==> src/rtl/ball_engine_if.sv <==
// Signal bundle between the Pong ball engine and the paddles, renderer and score display.
interface ball_engine_if;
    logic       start;
    logic [9:0] p1_ypos;
    logic [9:0] p2_ypos;
    logic [9:0] sq_xpos;
    logic [9:0] sq_ypos;
    logic       sq_xveldir;
    logic       sq_yveldir;
    logic       sq_missed;
    logic       reset_game;
    logic [3:0] score_p1;
    logic [3:0] score_p2;
    logic       game_over;

    modport master (
        output start, p1_ypos, p2_ypos,
        input  sq_xpos, sq_ypos, sq_xveldir, sq_yveldir, sq_missed,
               reset_game, score_p1, score_p2, game_over
    );

    modport slave (
        input  start, p1_ypos, p2_ypos,
        output sq_xpos, sq_ypos, sq_xveldir, sq_yveldir, sq_missed,
               reset_game, score_p1, score_p2, game_over
    );
endinterface

==> src/rtl/ball_engine.sv <==
// Pong ball physics and scoring: moves the square, bounces it off walls and paddles,
// detects misses, keeps both scores and sequences serve / miss / game-over.
module ball_engine #(
    parameter int CLK_HZ     = 25_175_000,
    parameter int H_VIDEO    = 640,
    parameter int V_VIDEO    = 480,
    parameter int SQ_WIDTH   = 16,
    parameter int PDL_HEIGHT = 96,
    parameter int PDL_WIDTH  = 8,
    parameter int P1_X       = 16,
    parameter int P2_X       = 616,
    parameter int SPEED      = 300,
    parameter int MISS_MS    = 1000,
    parameter int SERVE_MS   = 500,
    parameter int WIN_SCORE  = 9
) (
    input  logic         clk_0,
    input  logic         rst,
    ball_engine_if.slave bus
);
    localparam logic [2:0] ST_IDLE      = 3'd0;
    localparam logic [2:0] ST_SERVE     = 3'd1;
    localparam logic [2:0] ST_PLAY      = 3'd2;
    localparam logic [2:0] ST_MISS      = 3'd3;
    localparam logic [2:0] ST_GAME_OVER = 3'd4;

    // Cycle counts are formed in 64 bits because SERVE_MS*CLK_HZ overflows 32 bits.
    localparam logic [63:0] PSC64   = 64'(CLK_HZ / SPEED);
    localparam logic [63:0] SERVE64 = (64'(SERVE_MS) * 64'(CLK_HZ)) / 64'd1000;
    localparam logic [63:0] MISS64  = (64'(MISS_MS) * 64'(CLK_HZ)) / 64'd1000;
    localparam logic [31:0] TICK_LAST  = (PSC64 > 64'd1)   ? 32'(PSC64 - 64'd1)   : 32'd0;
    localparam logic [31:0] SERVE_LAST = (SERVE64 > 64'd1) ? 32'(SERVE64 - 64'd1) : 32'd0;
    localparam logic [31:0] MISS_LAST  = (MISS64 > 64'd1)  ? 32'(MISS64 - 64'd1)  : 32'd0;

    localparam logic [9:0]  X_CENTRE = 10'((H_VIDEO - SQ_WIDTH) / 2);
    localparam logic [9:0]  Y_CENTRE = 10'((V_VIDEO - SQ_WIDTH) / 2);
    localparam logic [9:0]  X_MAX    = 10'(H_VIDEO - SQ_WIDTH);
    localparam logic [9:0]  Y_MAX    = 10'(V_VIDEO - SQ_WIDTH);
    localparam logic [9:0]  P1_FACE  = 10'(P1_X + PDL_WIDTH);
    localparam logic [9:0]  P2_FACE  = 10'(P2_X - SQ_WIDTH);
    localparam logic [3:0]  WIN      = 4'(WIN_SCORE);

    logic [2:0]  state;
    logic [31:0] tick_cnt;
    logic [31:0] phase_cnt;
    logic [9:0]  x_pos;
    logic [9:0]  y_pos;
    logic        x_dir;
    logic        y_dir;
    logic        missed;
    logic        game_start;
    logic [3:0]  score1;
    logic [3:0]  score2;
    logic        over;

    logic [10:0] sq_bottom;
    logic        p1_hit;
    logic        p2_hit;
    logic        tick;
    logic [9:0]  x_next;
    logic [9:0]  y_next;
    logic        x_dir_next;
    logic        y_dir_next;
    logic        p1_scores;
    logic        p2_scores;

    assign sq_bottom = {1'b0, y_pos} + 11'(SQ_WIDTH);
    assign p1_hit    = (sq_bottom > {1'b0, bus.p1_ypos}) &&
                       ({1'b0, y_pos} < ({1'b0, bus.p1_ypos} + 11'(PDL_HEIGHT)));
    assign p2_hit    = (sq_bottom > {1'b0, bus.p2_ypos}) &&
                       ({1'b0, y_pos} < ({1'b0, bus.p2_ypos} + 11'(PDL_HEIGHT)));
    assign tick      = (state == ST_PLAY) && (tick_cnt == TICK_LAST);

    // One-pixel step per axis; the two axes are resolved independently so a corner flips both.
    always_comb begin
        y_next     = y_dir ? y_pos + 10'd1 : y_pos - 10'd1;
        y_dir_next = y_dir;
        if (!y_dir && y_pos == 10'd0) begin
            y_next     = 10'd1;
            y_dir_next = 1'b1;
        end else if (y_dir && y_pos == Y_MAX) begin
            y_next     = Y_MAX - 10'd1;
            y_dir_next = 1'b0;
        end

        x_next     = x_pos;
        x_dir_next = x_dir;
        p1_scores  = 1'b0;
        p2_scores  = 1'b0;
        if (!x_dir) begin
            if (x_pos == P1_FACE && p1_hit) begin
                x_next     = x_pos + 10'd1;
                x_dir_next = 1'b1;
            end else if (x_pos == 10'd0) begin
                p2_scores = 1'b1;
            end else begin
                x_next = x_pos - 10'd1;
            end
        end else begin
            if (x_pos == P2_FACE && p2_hit) begin
                x_next     = x_pos - 10'd1;
                x_dir_next = 1'b0;
            end else if (x_pos == X_MAX) begin
                p1_scores = 1'b1;
            end else begin
                x_next = x_pos + 10'd1;
            end
        end
    end

    always_ff @(posedge clk_0) begin
        if (rst) begin
            state      <= ST_IDLE;
            tick_cnt   <= 32'd0;
            phase_cnt  <= 32'd0;
            x_pos      <= X_CENTRE;
            y_pos      <= Y_CENTRE;
            x_dir      <= 1'b1;
            y_dir      <= 1'b0;
            missed     <= 1'b0;
            game_start <= 1'b0;
            score1     <= 4'd0;
            score2     <= 4'd0;
            over       <= 1'b0;
        end else begin
            game_start <= 1'b0;
            case (state)
                ST_IDLE, ST_GAME_OVER: begin
                    if (bus.start) begin
                        game_start <= 1'b1;
                        score1     <= 4'd0;
                        score2     <= 4'd0;
                        over       <= 1'b0;
                        x_pos      <= X_CENTRE;
                        y_pos      <= Y_CENTRE;
                        x_dir      <= 1'b1;
                        y_dir      <= ~y_dir;
                        phase_cnt  <= 32'd0;
                        state      <= ST_SERVE;
                    end
                end
                ST_SERVE: begin
                    if (phase_cnt == SERVE_LAST) begin
                        phase_cnt <= 32'd0;
                        tick_cnt  <= 32'd0;
                        state     <= ST_PLAY;
                    end else begin
                        phase_cnt <= phase_cnt + 32'd1;
                    end
                end
                ST_PLAY: begin
                    if (tick) begin
                        tick_cnt <= 32'd0;
                        x_pos    <= x_next;
                        y_pos    <= y_next;
                        x_dir    <= x_dir_next;
                        y_dir    <= y_dir_next;
                        if (p1_scores || p2_scores) begin
                            missed    <= 1'b1;
                            phase_cnt <= 32'd0;
                            state     <= ST_MISS;
                        end
                        if (p1_scores && score1 < WIN) score1 <= score1 + 4'd1;
                        if (p2_scores && score2 < WIN) score2 <= score2 + 4'd1;
                    end else begin
                        tick_cnt <= tick_cnt + 32'd1;
                    end
                end
                ST_MISS: begin
                    if (phase_cnt == MISS_LAST) begin
                        // The serve keeps the miss direction, i.e. it heads toward whoever conceded.
                        phase_cnt <= 32'd0;
                        missed    <= 1'b0;
                        x_pos     <= X_CENTRE;
                        y_pos     <= Y_CENTRE;
                        if (score1 == WIN || score2 == WIN) begin
                            over  <= 1'b1;
                            state <= ST_GAME_OVER;
                        end else begin
                            y_dir <= ~y_dir;
                            state <= ST_SERVE;
                        end
                    end else begin
                        phase_cnt <= phase_cnt + 32'd1;
                    end
                end
                default: state <= ST_IDLE;
            endcase
        end
    end

    assign bus.sq_xpos    = x_pos;
    assign bus.sq_ypos    = y_pos;
    assign bus.sq_xveldir = x_dir;
    assign bus.sq_yveldir = y_dir;
    assign bus.sq_missed  = missed;
    assign bus.reset_game = game_start;
    assign bus.score_p1   = score1;
    assign bus.score_p2   = score2;
    assign bus.game_over  = over;
endmodule
==> src/flat_wrapper.sv <==
// flat-port wrapper written by rule: the top's interface ports become plain ports
module ball_engine_flat 
#(
    parameter int CLK_HZ     = 25_175_000,
    parameter int H_VIDEO    = 640,
    parameter int V_VIDEO    = 480,
    parameter int SQ_WIDTH   = 16,
    parameter int PDL_HEIGHT = 96,
    parameter int PDL_WIDTH  = 8,
    parameter int P1_X       = 16,
    parameter int P2_X       = 616,
    parameter int SPEED      = 300,
    parameter int MISS_MS    = 1000,
    parameter int SERVE_MS   = 500,
    parameter int WIN_SCORE  = 9
)
  (clk_0, rst, bus_start, bus_p1_ypos, bus_p2_ypos, bus_sq_xpos, bus_sq_ypos, bus_sq_xveldir, bus_sq_yveldir, bus_sq_missed, bus_reset_game, bus_score_p1, bus_score_p2, bus_game_over);
  ball_engine_if bus_i ();
  input  logic clk_0;
  input  logic rst;
  input wire logic [$bits(bus_i.start)-1:0] bus_start;
  input wire logic [$bits(bus_i.p1_ypos)-1:0] bus_p1_ypos;
  input wire logic [$bits(bus_i.p2_ypos)-1:0] bus_p2_ypos;
  output wire logic [$bits(bus_i.sq_xpos)-1:0] bus_sq_xpos;
  output wire logic [$bits(bus_i.sq_ypos)-1:0] bus_sq_ypos;
  output wire logic [$bits(bus_i.sq_xveldir)-1:0] bus_sq_xveldir;
  output wire logic [$bits(bus_i.sq_yveldir)-1:0] bus_sq_yveldir;
  output wire logic [$bits(bus_i.sq_missed)-1:0] bus_sq_missed;
  output wire logic [$bits(bus_i.reset_game)-1:0] bus_reset_game;
  output wire logic [$bits(bus_i.score_p1)-1:0] bus_score_p1;
  output wire logic [$bits(bus_i.score_p2)-1:0] bus_score_p2;
  output wire logic [$bits(bus_i.game_over)-1:0] bus_game_over;
  assign bus_i.start = bus_start;
  assign bus_i.p1_ypos = bus_p1_ypos;
  assign bus_i.p2_ypos = bus_p2_ypos;
  assign bus_sq_xpos = bus_i.sq_xpos;
  assign bus_sq_ypos = bus_i.sq_ypos;
  assign bus_sq_xveldir = bus_i.sq_xveldir;
  assign bus_sq_yveldir = bus_i.sq_yveldir;
  assign bus_sq_missed = bus_i.sq_missed;
  assign bus_reset_game = bus_i.reset_game;
  assign bus_score_p1 = bus_i.score_p1;
  assign bus_score_p2 = bus_i.score_p2;
  assign bus_game_over = bus_i.game_over;
  ball_engine #(.CLK_HZ(CLK_HZ), .H_VIDEO(H_VIDEO), .V_VIDEO(V_VIDEO), .SQ_WIDTH(SQ_WIDTH), .PDL_HEIGHT(PDL_HEIGHT), .PDL_WIDTH(PDL_WIDTH), .P1_X(P1_X), .P2_X(P2_X), .SPEED(SPEED), .MISS_MS(MISS_MS), .SERVE_MS(SERVE_MS), .WIN_SCORE(WIN_SCORE)) u_core (.clk_0(clk_0), .rst(rst), .bus(bus_i));
endmodule
==> config.mk <==
export PLATFORM = sky130hd
export DESIGN_NAME = ball_engine_flat
export DESIGN_NICKNAME = d
export VERILOG_FILES = /design/src/rtl/ball_engine_if.sv /design/src/rtl/ball_engine.sv /design/src/flat_wrapper.sv
export SDC_FILE = /design/constraint.sdc
export NUM_CORES = 1
export LEC_CHECK = 0
export CAP_MARGIN = 10
export CORE_MARGIN = 1
export CORE_UTILIZATION = 40
export DETAILED_ROUTE_END_ITERATION = 16
export SETUP_SLACK_MARGIN = 0.1
export SYNTH_ARGS = -nofsm -noshare
export SYNTH_HDL_FRONTEND = slang
export SYNTH_SLANG_ARGS = --single-unit
==> constraint.sdc <==
create_clock -name clk_0 -period 6.75 [get_ports clk_0]
set_clock_uncertainty 0.15 [all_clocks]
set_input_delay 2.025 -clock clk_0 [delete_from_list [all_inputs] [get_ports clk_0]]
set_output_delay 2.025 -clock clk_0 [all_outputs]
set_load 0.02 [all_outputs]
==> Implementation_results.wiki, run 1 <==
{| class="wikitable"
! Metric !! Value
|-
| Startpoint-to-endpoint class of the critical path || input pin to register
|-
| Reg-to-reg setup timing slack || 2.85 ns
|-
| Number of design rule violations left after detail routing || 0
|-
| H-tree lvl count || 3
|-
| Boundary Pins || 56
|-
| Number of search-and-repair iterations in the first detailed-routing pass || 5
|-
| Pin slew with the least headroom to its limit || 1.011 ns
|-
| Wire length reported by the detailed router || 19.39 mm
|-
| Clk Latency, worst-skew pair || 0.36 ns
|-
| Top flip-flop cell by instance count after synthesis || sky130_fd_sc_hd__dfxtp_1
|-
| Unique masters post-synth || 71
|-
| Number of nets with antenna violations after routing || 0
|-
| Avg Inst Size Synth || 7.580 µm²
|-
| Peak Freq || 203.4 MHz
|-
| Stage delay of the slowest cell on the critical path || 0.53 ns
|-
| Total count of max-transition violations in the final report || 0
|-
| Shortest period the worst path allows || 4.916 ns
|-
| Total congestion overflow || 0
|-
| Status || completed
|-
| Fraction of synthesized cell area taken by the top area cell type || 0.2789
|-
| Number of flops mapped to enable cells by yosys || 0
|-
| Startpoint of the tightest hold check path || u_core.phase_cnt[0]
|-
| Number of warning messages in the yosys log || 0
|-
| Worst-case vdd ir drop || 129.9 µV
|-
| Standby leakage power || 2.968 nW
|-
| Net switching power || 0.3194 mW
|-
| Most Used Layer, Global Route || met2
|-
| Avg Vias per Cell || 5.812
|-
| Standard cell with the maximum stage delay on the critical path || sky130_fd_sc_hd__clkdlybuf4s50_1
|-
| Fraction of power consumed by the clock network || 0.410
|-
| Vertical die dimension || 136.0 µm
|-
| Proportion of register bits with asynchronous set or reset after synthesis || 0
|-
| Clock sinks || 100
|-
| Synthesized netlist net count || 1027
|-
| Largest net degree at the start of global routing || 92
|-
| Most common cell in the synthesized netlist || sky130_fd_sc_hd__nor2_1
|-
| Routing usage on met2 || 0.3478
|-
| Total power density per cell area || 153.3 nW/µm²
|-
| Part of the power in registers || 0.475
|-
| Dominant cell type by area after synthesis || sky130_fd_sc_hd__dfxtp_1
|-
| Die outline width || 136.0 µm
|-
| Layout overhead on the synthesized area || 13.75%
|-
| Violation count after the first detailed-routing iteration || 472
|-
| Clock tree buffer depth || 2
|-
| Period utilisation layout || 0.7283
|-
| Count of filler cells inserted in the layout || 1761
|-
| Net switching fraction of the power || 0.2551
|-
| Global-route usage over all layers || 0.2177
|-
| Hold-fix buffers at CTS || 0
|-
| Clock tree root buffer cell || sky130_fd_sc_hd__clkbuf_16
|-
| Core area || 17420 µm²
|-
| Power consumption || 1.252 mW
|-
| Routability cong. || 0.8507
|-
| Worst min path class || register to register
|-
| Final HPWL from detailed placement || 13.52 mm
|-
| Number of instances resized during post-cts repair || 0
|-
| Crit-path cells || clkdlybuf4s50_1 -> inv_1 -> ha_1 -> xor2_1 -> ha_1 -> o21a_1 -> o21a_1 -> o22ai_1 -> a211o_1 -> o2111ai_4 -> mux2i_1 -> and3_1 -> or3_1
|-
| Top cells by area in the synthesized netlist || sky130_fd_sc_hd__dfxtp_1 28%, sky130_fd_sc_hd__ha_1 9.8%, sky130_fd_sc_hd__nor2_1 5.9%
|-
| Data required time at the worst endpoint || 6.83 ns
|-
| Global-route wire length before repair || 32.26 mm
|-
| Antenna Cells || 0
|-
| NumNets Final || 1055
|-
| Critical Path Source Type || input pin
|-
| Total of buffers placed on input and output ports || 55
|-
| Full die area || 18490 µm²
|-
| Fraction of layout instances using a drive strength above 1 || 0.04601
|-
| Vias in the first global route || 6370
|-
| Worst setup path startpoint || bus_p1_ypos[5]
|-
| Biggest fanout along the worst timing path || 10
|-
| Post-route setup TNS || 0 ns
|-
| Routed wire per std cell || 16.12 µm
|-
| Met1 capacity usage during global routing || 0.3013
|-
| Kind of capture point of the worst setup path || register
|-
| Row count || 48
|-
| Clock-pin transition on the worst setup and hold timing paths || 0.07 ns
|-
| Number of setup buffers added after CTS || 0
|-
| Top cells by count, synth || 112 x sky130_fd_sc_hd__nor2_1, 100 x sky130_fd_sc_hd__dfxtp_1, 74 x sky130_fd_sc_hd__nand2_1
|-
| Signal arrival time at the worst endpoint || 5.00 ns
|-
| Via total after detailed routing || 6992
|-
| Critical R2R Launch || u_core.bus.sq_ypos[6]
|-
| Count of state elements after synthesis || 100
|-
| Slew headroom || 0.3261
|-
| Number of buffers created by CTS || 9
|-
| Number of buffers and inverters on the critical path || 2
|-
| Logic gate share of total power || 0.114
|-
| Routing usage on met3 || 0.04176
|-
| P_int || 0.9326 mW
|-
| Number of standard cells after synthesis || 947
|-
| Post-synthesis sequential area ratio || 0.2789
|-
| CP delay by family, top || compound AO/OA/AOI/OAI gates
|-
| CTS tree || built
|-
| Total of max-cap violations || 0
|-
| Setup repair after global routing missed its margin || no
|-
| Initial core utilization || 0.4121
|-
| Setup-failing EPs final || 0
|-
| Summed instance area of the synthesized netlist || 7178 µm²
|-
| Antenna violations before repair || 0
|-
| Final number of hold-violating endpoints || 0
|}
[placed cells by master (no fill, tap or decap), types with 9 or more instances in the layout]
cell                              instances
sky130_fd_sc_hd__or4_1                   11
sky130_fd_sc_hd__inv_1                   39
sky130_fd_sc_hd__clkdlybuf4s50_1         54
sky130_fd_sc_hd__a311oi_1                16
sky130_fd_sc_hd__o21ai_0                 68
sky130_fd_sc_hd__or3_1                   14
sky130_fd_sc_hd__and3_1                  25
sky130_fd_sc_hd__a21oi_1                 71
sky130_fd_sc_hd__a31oi_1                 16
sky130_fd_sc_hd__nand2_1                 74
sky130_fd_sc_hd__nor4_1                  15
sky130_fd_sc_hd__nor3_1                  27
sky130_fd_sc_hd__a211oi_1                12
sky130_fd_sc_hd__a21o_1                  12
sky130_fd_sc_hd__ha_1                    56
sky130_fd_sc_hd__nor3b_1                 12
sky130_fd_sc_hd__nand3_1                 52
sky130_fd_sc_hd__clkbuf_16                9
sky130_fd_sc_hd__nand4_1                 22
sky130_fd_sc_hd__xnor2_1                 11
sky130_fd_sc_hd__nor2_1                 111
sky130_fd_sc_hd__dfxtp_1                100
sky130_fd_sc_hd__nand3b_1                10
[per-stage QoR]
step / instance area (µm²) / worst slack, ns / utilization / cells / hold slack, ns
3_5_place_dp: 7885 / 1.450 / 0.4527 / 1189 / 0.3322
5_1_grt: 8165 / 1.539 / 0.4688 / 1203 / 0.3824
6_report: 8165 / 1.834 / 0.4688 / 1203 / 0.3535
2_1_floorplan: 7178 / 2.258 / - / 947 / 0.3078
3_3_place_gp: 7885 / 1.542 / 0.4527 / 1189 / 0.3340
4_1_cts: 8165 / 1.832 / 0.4688 / 1203 / 0.3484
[power by group through the flow]
| stage | Sequential [mW] | Clock (mW) | Combinational, mW |
|---|---|---|---|
| final | 0.595 | 0.514 | 0.143 |
| after global routing | 0.595 | 0.549 | 0.162 |
| after CTS | 0.595 | 0.531 | 0.144 |
| after detailed placement | 0.609 | 0 | 0.143 |
| after global placement | 0.609 | 0 | 0.143 |
| after floorplan | 0.608 | 0 | 0.101 |
[final timing paths]
path                            depth (start not counted)                     to
worst max-delay path                                   13  u_core.bus.sq_xpos[6]
worst min-delay path                                    1    u_core.phase_cnt[0]
worst max register to register                         12  u_core.bus.sq_xpos[6]
worst min register to register                          1    u_core.phase_cnt[0]
[cells by family after synthesis]
group | after synthesis | synth area share
compound gates | 251 | 0.2285
simple gates | 429 | 0.3148
mux | 6 | 0.008367
fa+ha+maj | 57 | 0.1004
buf+inv | 85 | 0.04584
xor+xnor | 19 | 0.02318
flops | 100 | 0.2789
[registers in the layout, summed over array words and instances, names as in the netlist, 3 cells and up]
signal               flops
u_core.bus.score_p1      4
u_core.bus.score_p2      4
u_core.bus.sq_xpos      10
u_core.bus.sq_ypos      10
u_core.phase_cnt        32
u_core.state             3
u_core.tick_cnt         32
[area by class of cell]
type	instances	area, µm²	share of cell area
repair buffers	62	598.1	0.07325
flip-flops and latches	100	2002	0.2452
well taps	225	281.5	0.03448
clock buffers	10	229.0	0.02804
multi-input cells	762	4853	0.5944
clock inverters	4	51.30	0.006283
inverters	40	150.1	0.01839
[worst reg2reg max path, delay by kind of cell (launching register included)]
| family | cells | cell delay, ns |
|---|---|---|
| and+or+nand+nor | 6 | 1.53 |
| AOI/OAI and AO/OA | 3 | 0.69 |
| DFF | 1 | 0.63 |
| adders and majority gates | 1 | 0.31 |
| xor gates and xnor gates | 1 | 0.27 |
| muxes | 1 | 0.20 |
[metal layers]
metal,part of all wire,wire [µm]
met3,0.047,914
met5,0,0
met1,0.49,9572
met2,0.45,8721
met4,0.0094,182
Note: power is estimated with default switching activity, not from simulation.
==> run 2: changes to the inputs <==
Clock period 6.75 ns to 4.4 ns, I/O delays scaled along.
==> run 2 against run 1 <==
Sequential power is 53% higher. Flip-flop and latch count stayed put. First-iteration DRC count is 0.64% lower. Hold slack worse by 0.0022 ns. Critical path depth is 2 lower. Clock-buffer cell count is 2 higher. Global-route usage is 0.41 points higher. Routed wire length is 1.3% higher. Register-to-register slack worse by 2.1 ns. Power is 56% higher. Largest cell class unchanged. Highest routed layer unchanged.
==> Implementation_results.wiki, run 2 (synthesis gave the netlist of run 1 again) <==
{| class="wikitable"
! Metric !! Value
|-
| Largest net degree at the start of global routing || 41 (-55%)
|-
| Period utilisation layout || 0.9385
|-
| Slew headroom || 0.3930 (+0.06691)
|-
| Critical Path Source Type || input pin
|-
| Core area || 17420 µm² (unchanged)
|-
| Number of buffers and inverters on the critical path || 2 (unchanged)
|-
| H-tree lvl count || 3 (unchanged)
|-
| Boundary Pins || 56 (unchanged)
|-
| Crit path setup slack, layout || 0.2707 ns (-1.563 ns)
|-
| Crit-path cells || clkdlybuf4s50_1 -> inv_1 -> ha_1 -> a21oi_1 -> a211oi_1 -> a2111oi_0 -> o21ai_1 -> o2111ai_4 -> nand4_1 -> a2111oi_1 -> nand3b_1
|-
| Vias in the first global route || 6581 (+3.3%)
|-
| Post-placement setup slack || -0.04734 ns (-1.497 ns)
|-
| Routed wire per std cell || 16.12 µm (about the same)
|-
| Area taken by flip-flops and latches || 2002 µm² (unchanged)
|-
| Violation count after the first detailed-routing iteration || 469 (-0.64%)
|-
| Startpoint-to-endpoint class of the critical path || input pin to register
|-
| Area used by multi-input combinational logic || 4863 µm² (+0.21%)
|-
| Count of filler cells inserted in the layout || 1770 (+0.51%)
|-
| Total count of max-transition violations in the final report || 0 (unchanged)
|-
| Status || completed
|-
| Post-route setup TNS || 0 ns (unchanged)
|-
| Crit. path cell count || 11 (-2)
|-
| Avg Vias per Cell || 5.854 (+0.72%)
|-
| Clock tree buffer depth || 2 (unchanged)
|-
| Number of search-and-repair iterations in the first detailed-routing pass || 5 (unchanged)
|-
| Signal arrival time at the worst endpoint || 4.27 ns (-0.73 ns)
|-
| Final HPWL from detailed placement || 14.07 mm (+4.1%)
|-
| Worst min path class || register to register
|-
| Total congestion overflow || 0 (unchanged)
|-
| Largest registers || u_core.phase_cnt: 32 flops, u_core.tick_cnt: 32 flops
|-
| Wire length reported by the detailed router || 19.64 mm (+1.3%)
|-
| Most frequent cells in the layout || 111 x sky130_fd_sc_hd__nor2_1, 100 x sky130_fd_sc_hd__dfxtp_1, 74 x sky130_fd_sc_hd__nand2_1
|-
| Worst-case hold slack || 0.3513 ns (-0.002216 ns)
|-
| Full die area || 18490 µm² (unchanged)
|-
| Shortest period the worst path allows || 4.129 ns
|-
| Hold-fix buffers at CTS || 0 (unchanged)
|-
| Worst-case vdd ir drop || 197.2 µV (+52%)
|-
| Number of cells on the worst hold path || 1 (unchanged)
|-
| Biggest fanout along the worst timing path || 5 (-5)
|-
| Row count || 48 (unchanged)
|-
| Stage delay of the slowest cell on the critical path || 0.54 ns (about the same)
|-
| Total of max-cap violations || 0 (unchanged)
|-
| Setup-failing EPs final || 0 (unchanged)
|-
| Initial core utilization || 0.4121 (unchanged)
|-
| Kind of capture point of the worst setup path || register
|-
| Clock tree root buffer cell || sky130_fd_sc_hd__clkbuf_16
|-
| Via total after detailed routing || 7130 (+2.0%)
|-
| Peak Freq || 242.2 MHz
|-
| Number of buffers created by CTS || 9 (unchanged)
|-
| Reg2reg path depth || 13 (+1)
|-
| CP delay by family, top || compound AO/OA/AOI/OAI gates
|-
| Vertical die dimension || 136.0 µm (unchanged)
|-
| CTS tree || built
|-
| Number of nets with antenna violations after routing || 0 (unchanged)
|-
| Clk Latency, worst-skew pair || 0.35 ns (about the same)
|-
| Final number of hold-violating endpoints || 0 (unchanged)
|-
| Number of setup buffers added after CTS || 0 (unchanged)
|-
| Routability cong. || 0.8422 (-1.0%)
|-
| Number of design rule violations left after detail routing || 0 (unchanged)
|-
| Standby leakage power || 3.051 nW (+2.8%)
|-
| Total power density per cell area || 235.2 nW/µm² (+53%)
|-
| Fraction of layout instances using a drive strength above 1 || 0.06143 (+0.01542)
|-
| Global-route wire length before repair || 33.04 mm (+2.4%)
|-
| Total of buffers placed on input and output ports || 55 (unchanged)
|-
| Standard cell with the maximum stage delay on the critical path || sky130_fd_sc_hd__a2111oi_0
|-
| NumNets Final || 1068 (+1.2%)
|-
| Clock-pin transition on the worst setup and hold timing paths || 0.07 ns (about the same)
|-
| Antenna Cells || 0 (unchanged)
|-
| Data required time at the worst endpoint || 4.54 ns (-2.29 ns)
|-
| Global-route usage over all layers || 0.2218 (+0.004112)
|-
| Layout overhead on the synthesized area || 15.46%
|-
| Die outline width || 136.0 µm (unchanged)
|-
| Leading cell type in the layout, fill and taps excluded || sky130_fd_sc_hd__nor2_1
|-
| Clock sinks || 100 (unchanged)
|-
| Setup repair after global routing missed its margin || no
|-
| Antenna violations before repair || 0 (unchanged)
|-
| Pin slew with the least headroom to its limit || 0.9106 ns (-0.1004 ns)
|}
run 2: cell type report:
| class | count | share of cell area |
|---|---|---|
| Inverter | 40 | 0.01812 |
| Clock inverter | 4 | 0.005888 |
| Multi-Input combinational cell | 762 | 0.5868 |
| Clock buffer | 12 | 0.02974 |
| Sequential cell | 100 | 0.2415 |
| Timing Repair Buffer | 75 | 0.08394 |
| Tap cell | 225 | 0.03397 |
run 2: final timing paths:
kind / start / to / slack, ns
max reg2reg: u_core.bus.sq_ypos[6] / u_core.bus.sq_xpos[6] / 0.78
min: u_core.phase_cnt[0] / u_core.phase_cnt[0] / 0.35
max: bus_p2_ypos[2] / u_core.bus.sq_xpos[9] / 0.27
min reg2reg: u_core.phase_cnt[0] / u_core.phase_cnt[0] / 0.35
run 2: layer usage:
metal / routed length [µm] / share of wire / global-route usage / vias to the layer above
li1: - / - / - / 3606
met1: 9715 / 0.49 / 0.3088 / 3338
met2: 8775 / 0.45 / 0.3515 / 169
met3: 948 / 0.048 / 0.04064 / 17
met4: 196 / 0.010 / 0.05309 / 0
met5: 0 / 0 / 0 / -
run 2: worst reg2reg max path: stages (launching register included):
cell and delay (ns):
sky130_fd_sc_hd__dfxtp_1 0.31, sky130_fd_sc_hd__buf_4 0.19, sky130_fd_sc_hd__and3_1 0.23, sky130_fd_sc_hd__nand3_1 0.12, sky130_fd_sc_hd__xnor2_1 0.27, sky130_fd_sc_hd__ha_1 0.31, sky130_fd_sc_hd__a21oi_1 0.23, sky130_fd_sc_hd__nand2_1 0.08
sky130_fd_sc_hd__or4_1 0.52, sky130_fd_sc_hd__o2111ai_2 0.24, sky130_fd_sc_hd__o2111ai_4 0.17, sky130_fd_sc_hd__mux2i_1 0.18, sky130_fd_sc_hd__and3_1 0.17, sky130_fd_sc_hd__or3_1 0.35
run 2: through the flow:
stage,power (mW),util,cell area [µm²],std cells
CTS,1.974,0.4753,8278,1218
global placement,1.160,0.4583,7983,1202
floorplan,1.089,-,7178,947
finish,1.949,0.4759,8288,1218
detailed placement,1.162,0.4583,7983,1202
global route,2.037,0.4759,8288,1218
run 2: repair_timing:
action,CTS,global route
endpoints found under the setup margin,0,4
resized for setup,0,5
endpoints found under the hold margin,0,0
run 2: where the power goes:
part / switching [mW] / internal (mW)
clock network: 0.351 / 0.456
logic: 0.137 / 0.0920
registers: 0.00491 / 0.908
total: 0.493 / 1.46
